<file path="config.mk">
export PLATFORM = sky130hd
export DESIGN_NAME = if_stage
export DESIGN_NICKNAME = d
export VERILOG_FILES = /design/src/rtl/mips_pkg.sv /design/src/rtl/pc_next_sel.sv /design/src/rtl/if_stage.sv
export SDC_FILE = /design/constraint.sdc
export NUM_CORES = 1
export LEC_CHECK = 0
export ABC_AREA = 1
export CORE_MARGIN = 2
export CORE_UTILIZATION = 30
export CTS_CLUSTER_DIAMETER = 80
export DETAILED_ROUTE_END_ITERATION = 10
export GPL_ROUTABILITY_DRIVEN = 0
export PLACE_DENSITY = 0.53
export RECOVER_POWER = 25
export SYNTH_ARGS = -nofsm -noshare
export SYNTH_HDL_FRONTEND = slang
export SYNTH_HIERARCHICAL = 1
export SYNTH_SLANG_ARGS = --single-unit
</file>
<file path="constraint.sdc">
create_clock -name clk -period 2.8 [get_ports clk]
set_clock_uncertainty 0.05 [all_clocks]
set_input_delay 0.56 -clock clk [delete_from_list [all_inputs] [get_ports clk]]
set_output_delay 0.56 -clock clk [all_outputs]
set_load 0.005 [all_outputs]
</file>
<file path="src/rtl/mips_pkg.sv">
// Shared constants and types for the MIPS pipeline front end.
// Also holds the IF/ID pipeline register layout.
package mips_pkg;

    localparam int INSTR_W = 32;
    localparam int ADDR_W  = 32;

    localparam logic [INSTR_W-1:0] NOP_INSTR = 32'h0000_0000;
    localparam logic [ADDR_W-1:0]  PC_INC    = 32'd4;

    typedef struct packed {
        logic [ADDR_W-1:0]  pc4;
        logic [INSTR_W-1:0] instr;
        logic               valid;
        logic               misalign;
    } if_id_t;

    localparam if_id_t IF_ID_BUBBLE = '{pc4: '0, instr: NOP_INSTR, valid: 1'b0, misalign: 1'b0};

endpackage

</file>
<file path="src/rtl/pc_next_sel.sv">
// Next-PC priority mux: stall hold, then a fresh redirect, then a deferred redirect,
// then sequential increment.
module pc_next_sel
    import mips_pkg::*;
(
    input  logic              stall,
    input  logic              pending,
    input  logic [ADDR_W-1:0] pend_target,
    input  logic              req,
    input  logic [ADDR_W-1:0] target,
    input  logic [ADDR_W-1:0] pc,
    output logic [ADDR_W-1:0] next_pc,
    output logic              redirect_applied
);

    always_comb begin
        // NOTE: every output gets a default first so no path through the block infers a latch.
        next_pc          = pc;
        redirect_applied = 1'b0;
        if (!stall) begin
            if (req) begin
                // A redirect resolved this cycle is newer than one deferred by a stall.
                next_pc          = target;
                redirect_applied = 1'b1;
            end else if (pending) begin
                next_pc          = pend_target;
                redirect_applied = 1'b1;
            end else begin
                next_pc = pc + PC_INC;
            end
        end
    end

endmodule

</file>
<file path="src/rtl/if_stage.sv">
// Instruction-fetch stage: PC register, redirect deferral across stalls, and the
// IF/ID pipeline register feeding decode.
module if_stage
    import mips_pkg::*;
#(
    parameter logic [ADDR_W-1:0] RESET_PC   = 32'h0000_0000,
    parameter bit                DELAY_SLOT = 1'b1
) (
    input  logic               clk,
    input  logic               rst,
    input  logic               stall,
    input  logic               branch_taken,
    input  logic [ADDR_W-1:0]  branch_target,
    input  logic               jump,
    input  logic [ADDR_W-1:0]  jump_target,
    output logic [ADDR_W-1:0]  imem_addr,
    input  logic [INSTR_W-1:0] imem_rdata,
    output logic [ADDR_W-1:0]  pc,
    output logic [ADDR_W-1:0]  if_id_pc4,
    output logic [INSTR_W-1:0] if_id_instr,
    output logic               if_id_valid,
    output logic               if_id_misalign
);

    logic              req;
    logic [ADDR_W-1:0] target;
    logic              pending;
    logic [ADDR_W-1:0] pend_target;
    logic [ADDR_W-1:0] next_pc;
    logic              redirect_applied;
    if_id_t            if_id;

    assign req    = branch_taken | jump;
    assign target = branch_taken ? branch_target : jump_target;

    pc_next_sel u_pc_next_sel (
        .stall            (stall),
        .pending          (pending),
        .pend_target      (pend_target),
        .req              (req),
        .target           (target),
        .pc               (pc),
        .next_pc          (next_pc),
        .redirect_applied (redirect_applied)
    );

    always_ff @(posedge clk) begin
        // NOTE: state registers use non-blocking assignments so every flop samples pre-edge values.
        if (rst) begin
            pc          <= RESET_PC;
            pending     <= 1'b0;
            pend_target <= '0;
            if_id       <= IF_ID_BUBBLE;
        end else begin
            pc <= next_pc;
            if (stall) begin
                if (req) begin
                    pending     <= 1'b1;
                    pend_target <= target;
                end
            end else begin
                pending <= 1'b0;
                if (!DELAY_SLOT && redirect_applied) begin
                    if_id <= IF_ID_BUBBLE;
                end else begin
                    if_id <= '{pc4: pc + PC_INC, instr: imem_rdata, valid: 1'b1,
                               misalign: (pc[1:0] != 2'b00)};
                end
            end
        end
    end

    assign imem_addr      = pc;
    assign if_id_pc4      = if_id.pc4;
    assign if_id_instr    = if_id.instr;
    assign if_id_valid    = if_id.valid;
    assign if_id_misalign = if_id.misalign;

endmodule

</file>
==> results.cfg <==
[clock_network]
htreeDepth = 4
clk_path_buf_depth = 2
cts_tree = yes
post_cts_buffers = 0
cts_resized = 0
cts_hold_buf = 0
clk_latency_ns = 0.42
cts_root_buf = clkbuf_16
cts_buffers = 17
clkSinkCount = 131
clk_pin_slew_ns = 0.07

[setup_path]
end_kind = output pin
cp_max_fo = 11
r2r_end = imem_addr[24]$_SDFF_PP0_
crit_family = flip-flops
rrSetupSlack_ns = 0.75
path_class = flip-flop to output pin
cp_slowest_cell = dfxtp_1
arrival_ns = 1.71
crit_chain = clkdlybuf4s50_1
critPathRequiredTime_ns = 2.19
startpoint_type = flip-flop
crit_buf_inv = 1
worst-path-stages = 1
timing.rr.start = imem_addr[13]$_SDFF_PP0_
r2r_cells = 10
crit_path_max_incr_delay_ns = 0.68

[power]
switching_share = 0.293
power_uw = 5300
power_per_cell_area_nw_per_um2 = 512
p_int_uw = 3750
p_sw_uw = 1560
pwr-share-seq = 0.404
worst_ir_drop_vdd_uv = 356
p_comb_frac = 0.164
leakagePower_uw = 0.00434
pwr-share-clk = 0.432

[floorplan]
pin_count = 231
core_area_um2 = 24300
die_w_um = 161
start_util = 0.305
die_h_um = 161
core.rowCount = 57
die-area_um2 = 26000

[timing]
max_clock_freq_ghz = 0.431
fin_ws_ns = 0.482
hold_viol = 0
finalSetupViolations = 0
fin_setup_tns_ns = 0
slew_violations = 0
relSlewSlack = 0.352
min_period_ns = 2.32
rsz0062_at_grt = no
post-route-period-util = 0.828
tightest_slew_ns = 0.970

[worst_hold_path]
hold_path_end = if_id_pc4[13]$_SDFFE_PP0N_
min_from = if_id_pc4[13]$_SDFFE_PP0N_
whs_path_depth = 2
hp-class = flip-flop to flip-flop

[yosys]
synth_cells = 1117
postSynthAreaPerCell_um2 = 6.64
synth.area.top_cells = dfxtp_1 35%, nand2_1 15%, nor2_1 8.7%
yosysTopAreaCellShare = 0.354
syn_area_um2 = 7410
ys_warn_count = 6
synth_fp_nets = 1220
yosysTopAreaCell = dfxtp_1
ys_types = 41
yosysSeqAreaShare = 0.354
synth_seq_cells = 131

[final_layout]
mostFrequentLayoutCell = nand2_1
area_growth_pct = 39.6
fillCellCount = 2532
antenna_cells = 0
drive_gt1_frac = 0.0801
layout.nets = 1401
most-common-layout-cells = 290 x nand2_1, 174 x clkdlybuf4s50_1, 171 x nor2_1

[global_route]
grt_pass1_vias = 6890
grt.overflow.total = 0
antenna_found_initial = 0
grt_max_degree = 59
grt_usage = 0.182
grt_pass1_wl_mm = 37.5

[placed_design]
io_buffers = 230
dp_hpwl_mm = 17.4
place_ws_ns = 0.236

[drt]
drc = 0
wire_per_inst_um = 14.6
viasPerCell = 4.62
vias = 7558
drt_pre_antenna_iters = 5
postRouteWirelength_mm = 23.9
antenna_left = 0
drt_iter0_drc = 480

[status]
outcome = completed

[job]
max_cap_violations = 0
[cell usage after synthesis]
master      n
a21oi_1    64
a21oi_2     1
a221oi_1   14
a22o_1     41
a22oi_1     2
a31oi_1     7
a32o_1      2
a41oi_1     2
and2_1      6
buf_1       1
buf_2      25
buf_4      34
buf_6       2
clkbuf_1   19
clkbuf_8    4
dfxtp_1   131
ha_1        2
inv_1      95
inv_2       9
inv_4       1
nand2_1   290
nand2_2    12
nand2_4     4
nand3_1    66
nand3b_1    1
nand4_1     3
nor2_1    172
nor2_2     11
nor2_4     14
nor2_8      1
nor3_1      1
o211ai_1    3
o21a_1      1
o21ai_0    43
o21ai_1    23
o21bai_1    1
o22ai_1     2
or2_0       3
or2_2       2
xnor2_1     1
xor2_1      1
[logic make-up (layout without fill, tap and decap cells)]
group / count (synthesis) / count (layout) / share of synthesized area
DFF: 131 / 131 / 0.354
AOI/OAI and AO/OA: 206 / 206 / 0.174
adders and majority gates: 2 / 2 / 0.00337
and+or+nand+nor: 586 / 586 / 0.341
xor gates and xnor gates: 2 / 2 / 0.00236
buffers and inverters: 190 / 384 / 0.125
[per-stage QoR]
stage	area, um^2	utilization	std cells	hold WS, ns
2_1_floorplan	7410	-	1117	0.397
3_3_place_gp	9740	0.401	1603	0.389
3_5_place_dp	9740	0.401	1603	0.396
4_1_cts	10400	0.426	1635	0.408
5_1_grt	10400	0.426	1635	0.416
6_report	10400	0.426	1635	0.401
[state kept, by name, summed over array words and instances, names as in the netlist]
name            flops
if_id_misalign      1
if_id_valid         1
imem_addr          32
if_id_pc4          32
if_id_instr        32
pending             1
pend_target        32
[power groups by stage]
| stage | sequential (uW) | clock [uW] | combinational, uW |
|---|---|---|---|
| 6_report | 2140 | 2290 | 867 |
| 5_1_grt | 2160 | 2450 | 970 |
| 4_1_cts | 2150 | 2360 | 894 |
| 3_5_place_dp | 2190 | 0 | 891 |
| 3_3_place_gp | 2190 | 0 | 886 |
| 2_1_floorplan | 2140 | 0 | 455 |
[metal layers]
layer	GRT usage	share of wire
met5	0	0
met4	0.0430	0.0094
met3	0.0372	0.059
met2	0.287	0.44
met1	0.257	0.49
[how the worst max path moves through the flow]
stage	from	slack, ns	end
final	imem_addr[18]$_SDFF_PP0_	0.48	pc[18]
after global routing	branch_taken	0.29	imem_addr[26]$_SDFF_PP0_
after CTS	imem_addr[9]$_SDFF_PP0_	0.45	pc[9]
after detailed placement	rst	0.24	if_id_pc4[9]$_SDFFE_PP0N_
after global placement	rst	0.29	if_id_pc4[9]$_SDFFE_PP0N_
after floorplan	branch_taken	0.77	imem_addr[17]$_SDFF_PP0_
[area by class of cell]
type                    count  area [um^2]  share of cell area
repair buffers            247         2440               0.236
clock inverters            15          188              0.0181
multi-input cells         796         3870               0.374
inverters                 105          397              0.0383
well taps                 324          405              0.0392
clock buffers              17          425              0.0411
flip-flops and latches    131         2620               0.253
(Power assumes the default switching activity.)
